File: src/rtl/pipe_hazard_ctrl.sv
// Stall/bubble controller for the 5-stage pipeline: Tuse/Tnew data hazards, mult/div busy
// sequencing, a saturating stall-cycle counter and a sticky protocol-error flag.
module pipe_hazard_ctrl #(
    parameter int unsigned MULT_CYCLES = 5,
    parameter int unsigned DIV_CYCLES  = 10,
    parameter int unsigned CNT_W       = 4
) (
    input  logic             clk,
    input  logic             reset,
    input  logic [4:0]       rs_d,
    input  logic [4:0]       rt_d,
    input  logic [1:0]       tuse_rs_d,
    input  logic [1:0]       tuse_rt_d,
    input  logic [4:0]       a3_e,
    input  logic [1:0]       tnew_e,
    input  logic [4:0]       a3_m,
    input  logic [1:0]       tnew_m,
    input  logic             md_d,
    input  logic             md_start_e,
    input  logic             md_div_e,
    output logic             stall_f,
    output logic             stall_d,
    output logic             flush_e,
    output logic             md_busy,
    output logic [CNT_W-1:0] md_cnt,
    output logic [31:0]      stall_cycles,
    output logic             proto_err
);

    localparam logic [CNT_W-1:0] MultLoad = CNT_W'(MULT_CYCLES);
    localparam logic [CNT_W-1:0] DivLoad  = CNT_W'(DIV_CYCLES);

    logic             hz_e;
    logic             hz_m;
    logic             hz_md;
    logic             stall;
    logic [CNT_W-1:0] md_cnt_d,       md_cnt_q;
    logic             md_busy_q;
    logic [31:0]      stall_cycles_d, stall_cycles_q;
    logic             proto_err_d,    proto_err_q;

    // A stall is needed only when the producer's result arrives later than the consumer needs it.
    assign hz_e = (a3_e != 5'd0) &&
                  (((rs_d == a3_e) && (tuse_rs_d < tnew_e)) ||
                   ((rt_d == a3_e) && (tuse_rt_d < tnew_e)));
    assign hz_m = (a3_m != 5'd0) &&
                  (((rs_d == a3_m) && (tuse_rs_d < tnew_m)) ||
                   ((rt_d == a3_m) && (tuse_rt_d < tnew_m)));
    assign hz_md = md_d && (md_busy_q || md_start_e);
    assign stall = hz_e || hz_m || hz_md;

    always_comb begin
        md_cnt_d       = md_cnt_q;
        stall_cycles_d = stall_cycles_q;
        proto_err_d    = proto_err_q | (md_start_e & md_busy_q);
        if (md_start_e) begin
            md_cnt_d = md_div_e ? DivLoad : MultLoad;
        end else if (md_cnt_q != '0) begin
            md_cnt_d = md_cnt_q - 1'b1;
        end
        if (stall && (stall_cycles_q != 32'hFFFF_FFFF)) begin
            stall_cycles_d = stall_cycles_q + 32'd1;
        end
    end

    always_ff @(posedge clk or negedge reset) begin
        if (!reset) begin
            md_cnt_q       <= '0;
            md_busy_q      <= 1'b0;
            stall_cycles_q <= 32'd0;
            proto_err_q    <= 1'b0;
        end else begin
            md_cnt_q       <= md_cnt_d;
            md_busy_q      <= (md_cnt_d != '0);
            stall_cycles_q <= stall_cycles_d;
            proto_err_q    <= proto_err_d;
        end
    end

    assign stall_f      = stall;
    assign stall_d      = stall;
    assign flush_e      = stall;
    assign md_busy      = md_busy_q;
    assign md_cnt       = md_cnt_q;
    assign stall_cycles = stall_cycles_q;
    assign proto_err    = proto_err_q;

endmodule

File: config.mk
export PLATFORM = sky130hd
export DESIGN_NAME = pipe_hazard_ctrl
export DESIGN_NICKNAME = d
export VERILOG_FILES = /design/src/rtl/pipe_hazard_ctrl.sv
export SDC_FILE = /design/constraint.sdc
export NUM_CORES = 1
export LEC_CHECK = 0
export CORE_MARGIN = 2
export CORE_UTILIZATION = 50
export CTS_CLUSTER_DIAMETER = 150
export DETAILED_ROUTE_END_ITERATION = 12
export PLACE_DENSITY = 0.86
export SKIP_CTS_REPAIR_TIMING = 1
export SYNTH_ARGS = -nofsm -noshare
export SYNTH_HDL_FRONTEND = slang
export SYNTH_SLANG_ARGS = --single-unit
File: constraint.sdc
create_clock -name clk -period 3 [get_ports clk]
set_input_delay 0.3 -clock clk [delete_from_list [all_inputs] [get_ports clk]]
set_output_delay 0.3 -clock clk [all_outputs]
set_load 0.03 [all_outputs]
==> results_dict.tcl, run 1 <==
set metrics [dict create \
    p_switching_uw 599 \
    synthTopCellsByArea "dfrtp_1 (42%), xor2_1 (12%), xnor2_1 (7.7%), nand4_1 (4.7%), nor3_1 (3.5%)" \
    dr.pass1.iters 4 \
    r2r_end "stall_cycles[4]" \
    relSlewSlack_pct 44.5 \
    clockRootBuffer "clkbuf_8" \
    synth_edf_count 0 \
    postRouteAntennaNets 0 \
    ys.flop_type "dfrtp_1" \
    gp_congestion 0.880 \
    post-route-period-util_pct 95.9 \
    post-synth-top-area-cell "dfrtp_1" \
    worst_clock_skew_ps 11.6 \
    dpl_cell_area_sq_um 3030 \
    grt_pass1_wl_mm 9.09 \
    fp.dieW_microns 71.4 \
    netlist_area_sq_um 2270 \
    fin_setup_tns_ps 0 \
    fin_cells 359 \
    grt_antenna_before_repair 0 \
    clkPwrFrac_pct 20.2 \
    cts_tree "built" \
    worst_slew_pin_slew_ps 833 \
    power_density_nw_per_um2 518 \
    synth.avg_cell_area_sq_um 9.97 \
    grt-ovfl-total 0 \
    synth_cell_types 35 \
    combPwrFrac_pct 36.9 \
    grt_max_degree 39 \
    critPathLaunchType "primary input" \
    p_int_uw 1020 \
    row_count 24 \
    synthArstFlopShare_pct 100 \
    cp.required_ps 2700 \
    path_cells "clkdlybuf4s50_1 > inv_1 > ha_1 > a2111oi_0 > nand4_1 > a21oi_1 > nor3_4 > inv_2 > buf_4" \
    p_seq_share_pct 42.9 \
    fin_crit_ps 2880 \
    cts.path.max_buffers 2 \
    dp.cells 349 \
    core-area_sq_um 4350 \
    crit_type "primary input to output port" \
    status "finished clean" \
    dieArea_sq_um 5100 \
    cts.sinks 38 \
    drc_errors 0 \
    wl_mm 5.41 \
    synth.top_cell.area_share_pct 41.8 \
    vias 1977 \
    cts_made_buffers 5 \
    grt_usage_pct 22.5 \
    syn_to_final_growth_pct 37.8 \
    max_stage_delay_ps 550 \
    io_buffers 73 \
    utilization_pct 71.9 \
    synth_common_cells "dfrtp_1 (38), xor2_1 (30), xnor2_1 (20), nand4_1 (17), nor3_1 (16)" \
    hold_viol_final 0 \
    clk_pin_slew_ps 80 \
    die_y_microns 71.4 \
    synthMostInstantiatedCell "dfrtp_1" \
    finalSetupViolCount 0 \
    synth-seq-area-share_pct 41.8 \
    hpwlAfterDp_mm 4.14 \
    r2r-start "stall_cycles[9]" \
    wl_per_cell_microns 15.1 \
    drive_above_1_share_pct 8.47 \
    antenna_cells 0 \
    leakagePower_uw 0.00130 \
    cp-end-kind "output port" \
    synth_seq_cells 38 \
    swShare_pct 36.9 \
    clk_latency_ps 290 \
    synth_nets 267 \
    grt_pass1_vias 1928 \
    num_io_pins 74 \
    cp_slowest_cell "a2111oi_0" \
    drv_slew 0 \
    worst_slack_ps 124 \
    drt_iter0_markers 124 \
    hold_class "primary input to async pin" \
    h-tree-depth 2 \
    ir_drop_uv 413 \
    maxCapViolCount 0 \
    finalInstanceArea_sq_um 3130 \
    reg2reg_slack_ps 680 \
    ys_warn_count 0 \
    crit_arrival_ps 2580 \
    cp_max_fo 16 \
    r2r_cells 6 \
    initial_core_util_pct 52.2 \
    pre_cts_ws_ps -48.0 \
    fmax_mhz 348 \
    netlist_instances 228 \
    vias_per_cell 5.51 \
    fin_nets 346 \
]
-- critical path: cells and delay by family --
| kind | cells | cell delay, ps |
|---|---|---|
| AOI/OAI and AO/OA | 2 | 800 |
| and+or+nand+nor | 2 | 260 |
| adders and majority gates | 1 | 270 |
| buffers and inverters | 4 | 940 |
-- cell usage in the layout (no fill, tap or decap), drive strengths merged, types with 3 or more instances in the layout --
cell type and count:
a21oi 3, nand2 14, nand4 17, nand3 14, o21ai 3, nand2b 3, clkbuf 5, nor2b 4
clkdlybuf4s50 69, xor2 30, and4 8, buf 10, mux2 4, dfrtp 38, nor4 6, xnor2 20
ha 6, nor3 19, inv 7, nor2 8
-- cell type report --
type                            instances  area (sq um)
Clock inverter                          2          10.0
Inverter                                7          26.3
Timing Repair Buffer                   79           763
Clock buffer                            5          68.8
Tap cell                               52          65.1
Multi-Input combinational cell        176          1250
Fill cell                             327          1220
Sequential cell                        38           951
-- through the flow --
step / total power (uW) / hold WS [ps]
final: 1620 / 96.6
after floorplan: 1030 / 4.41
after global placement: 1290 / 439
after CTS: 1630 / 128
after global routing: 1720 / 157
after detailed placement: 1300 / 443
-- cell families after synthesis --
| group | synth area share (%) |
|---|---|
| AOI/OAI and AO/OA | 4.07 |
| muxes | 1.98 |
| buffers and inverters | 3.36 |
| and+or+nand+nor | 26.2 |
| DFF | 41.8 |
| xor gates and xnor gates | 19.3 |
| adders and majority gates | 3.30 |
-- routing by layer --
layer	part of all wire, %	up-vias	global-route usage (%)
met1	45	945	31.2
met5	0	-	0
met3	5.4	9	3.80
met4	2.1	0	9.64
met2	48	50	35.0
li1	-	973	-
-- power groups by stage --
stage	Combinational, uW	Sequential [uW]	Clock (uW)
2_1_floorplan	186	840	0
3_3_place_gp	588	700	0
3_5_place_dp	597	705	0
4_1_cts	599	697	336
5_1_grt	639	715	361
6_report	599	697	328
-- sequential cells by signal (all words and copies together) (netlist names) --
register	flops
stall_cycles	32
md_busy	1
proto_err	1
md_cnt	4
-- worst max-delay path by stage --
stage                         start                to  slack [ps]  cells after the start
after global placement      a3_m[1]  stall_cycles[14]          20                      8
after CTS                 tnew_m[1]           stall_d         -20                      9
after detailed placement  tnew_m[1]  stall_cycles[23]         -50                     10
final                     tnew_m[1]           stall_d         120                      9
after floorplan           tnew_m[1]           stall_d         870                      9
after global routing      tnew_m[1]           stall_f          -2                      9
No activity file was read; power rests on OpenSTA's default activity.
==> inputs of run 2 (changes only) <==
--- a/config.mk
+++ b/config.mk
@@ -11,6 +11,7 @@
 export DETAILED_ROUTE_END_ITERATION = 12
 export PLACE_DENSITY = 0.86
 export SKIP_CTS_REPAIR_TIMING = 1
+export SLEW_MARGIN = 20
 export SYNTH_ARGS = -nofsm -noshare
 export SYNTH_HDL_FRONTEND = slang
 export SYNTH_SLANG_ARGS = --single-unit
==> results of run 2 <==
No change in the layout: final DEF, timing and power equal those of run 1.
==> inputs of run 3 (changes only) <==
--- a/config.mk
+++ b/config.mk
@@ -5,11 +5,13 @@
 export SDC_FILE = /design/constraint.sdc
 export NUM_CORES = 1
 export LEC_CHECK = 0
+export CELL_PAD_IN_SITES_DETAIL_PLACEMENT = 2
+export CELL_PAD_IN_SITES_GLOBAL_PLACEMENT = 2
 export CORE_MARGIN = 2
-export CORE_UTILIZATION = 50
+export CORE_UTILIZATION = 30
 export CTS_CLUSTER_DIAMETER = 150
 export DETAILED_ROUTE_END_ITERATION = 12
-export PLACE_DENSITY = 0.86
+export PLACE_DENSITY_LB_ADDON = 0.1
 export SKIP_CTS_REPAIR_TIMING = 1
 export SLEW_MARGIN = 20
 export SYNTH_ARGS = -nofsm -noshare
==> run 3 against run 2 <==
Combinational power rose by 3.5%. Sequential power is 1% higher. Sequential share of layout area shrank 1.2 points. Clock skew decreased by 7.8 ps. First-iteration DRC count fell by 61%. Via count is 3.7% higher. Register-to-register slack lost 130 ps. Clock-buffer cell count up 1. Flip-flop and latch count unchanged. Power grew 9.1%. Fmax up 0.91%.
==> results_dict.tcl, run 3 (synthesis results as in run 1) <==
set metrics [dict create \
    status "finished clean" \
    wl_per_cell_microns 16.8 \
    drive_above_1_share_pct 9.97 \
    maxCapViolCount 0 \
    hold_viol_final 0 \
    cts_tree "built" \
    cp_max_fo 16 \
    hold_class "primary input to async pin" \
    worst_slack_ps 150 \
    fmax_mhz 351 \
    clockRootBuffer "clkbuf_8" \
    cts.sinks 38 \
    p_switching_uw 632 \
    antenna_cells 0 \
    worst_clock_skew_ps 3.75 \
    cp.required_ps 2700 \
    dr.pass1.iters 4 \
    clk_latency_ps 290 \
    h-tree-depth 2 \
    final_common_cell "clkdlybuf4s50_1" \
    grt-ovfl-total 0 \
    fill_cells 808 \
    leakagePower_uw 0.00133 \
    wl_mm 6.89 \
    ir_drop_uv 511 \
    drv_slew 0 \
    cp-end-kind "output port" \
    grt_pass1_wl_mm 11.6 \
    clk_pin_slew_ps 70 \
    hold_ws_ps 115 \
    p_int_uw 1140 \
    cts_made_buffers 5 \
    io_buffers 73 \
    initial_core_util_pct 31.2 \
    reg2reg_slack_ps 550 \
    fin_setup_tns_ps 0 \
    core-area_sq_um 7290 \
    vias 2050 \
    gp_congestion 0.739 \
    fin_crit_ps 2850 \
    vias_per_cell 5.00 \
    critPathLaunchType "primary input" \
    relSlewSlack_pct 43.2 \
    ff_latch_area_sq_um 951 \
    die_y_microns 91.1 \
    row_count 31 \
    clkPwrFrac_pct 25.2 \
    grt_max_degree 39 \
    pre_cts_ws_ps -145 \
    power_density_nw_per_um2 543 \
    post-route-period-util_pct 95.0 \
    p_seq_share_pct 39.8 \
    dp.cells 399 \
    mostFrequentLayoutCells "clkdlybuf4s50_1 (69), dfrtp_1 (38), xor2_1 (30)" \
    cts.path.max_buffers 2 \
    fin_cells 410 \
    num_io_pins 74 \
    crit_type "primary input to output port" \
    fin_nets 350 \
    drt_iter0_markers 48 \
    grt_usage_pct 17.5 \
    swShare_pct 35.7 \
    drc_errors 0 \
    combPwrFrac_pct 35.0 \
    grt_pass1_vias 2266 \
    dieArea_sq_um 8290 \
    grt_antenna_before_repair 0 \
    multi_input_area_sq_um 1250 \
    largest_reg_flops 32 \
    total_power_uw 1770 \
    fp.dieW_microns 91.1 \
    finalSetupViolCount 0 \
    postRouteAntennaNets 0 \
    crit_arrival_ps 2550 \
    syn_to_final_growth_pct 43.4 \
    worst_slew_pin_slew_ps 852 \
    hpwlAfterDp_mm 5.36 \
]
==> run 3: per-stage QoR <==
| step | utilization, % | area [sq um] |
|---|---|---|
| after CTS | 44.2 | 3220 |
| after global placement | 42.7 | 3110 |
| after detailed placement | 42.7 | 3110 |
| after floorplan | - | 2270 |
| after global routing | 44.7 | 3260 |
| final | 44.7 | 3260 |
==> run 3: routing by layer <==
metal	global-route usage [%]	wire length [microns]	vias to the layer above
met4	5.30	87	0
met3	2.99	178	7
met1	22.7	3120	1022
met2	29.9	3500	41
met5	0	0	-
li1	-	-	980
==> run 3: path summary, 6_finish.rpt <==
check                                 from               to  cells after the start
setup / recovery                 tnew_m[1]          flush_e                      9
hold / removal                       reset        md_cnt[3]                      1
setup reg to reg           stall_cycles[9]  stall_cycles[1]                      6
hold reg to reg                  proto_err        proto_err                      1
max in group asynchronous            reset  stall_cycles[4]                      1
min in group clk                 proto_err        proto_err                      1
==> run 3: layout make-up <==
type	instances	share of cell area, %
inverters	7	0.806
repair buffers	83	24.3
well taps	99	3.80
multi-input cells	176	38.4
clock inverters	1	0.921
clock buffers	6	2.53
flip-flops and latches	38	29.2
==> run 3: power by group through the flow <==
stage                     Sequential [uW]  Combinational, uW  Clock, uW
after floorplan                       840                186          0
after global placement                709                601          0
after detailed placement              710                612          0
after CTS                             705                616        463
after global routing                  725                673        484
final                                 705                620        447
==> run 3: worst max-delay path: stages <==
cell	delay, ps
clkdlybuf4s50_1	460
inv_1	60
ha_1	270
a2111oi_1	460
nand4_1	160
a21oi_1	270
nor3_4	110
inv_2	240
buf_4	220
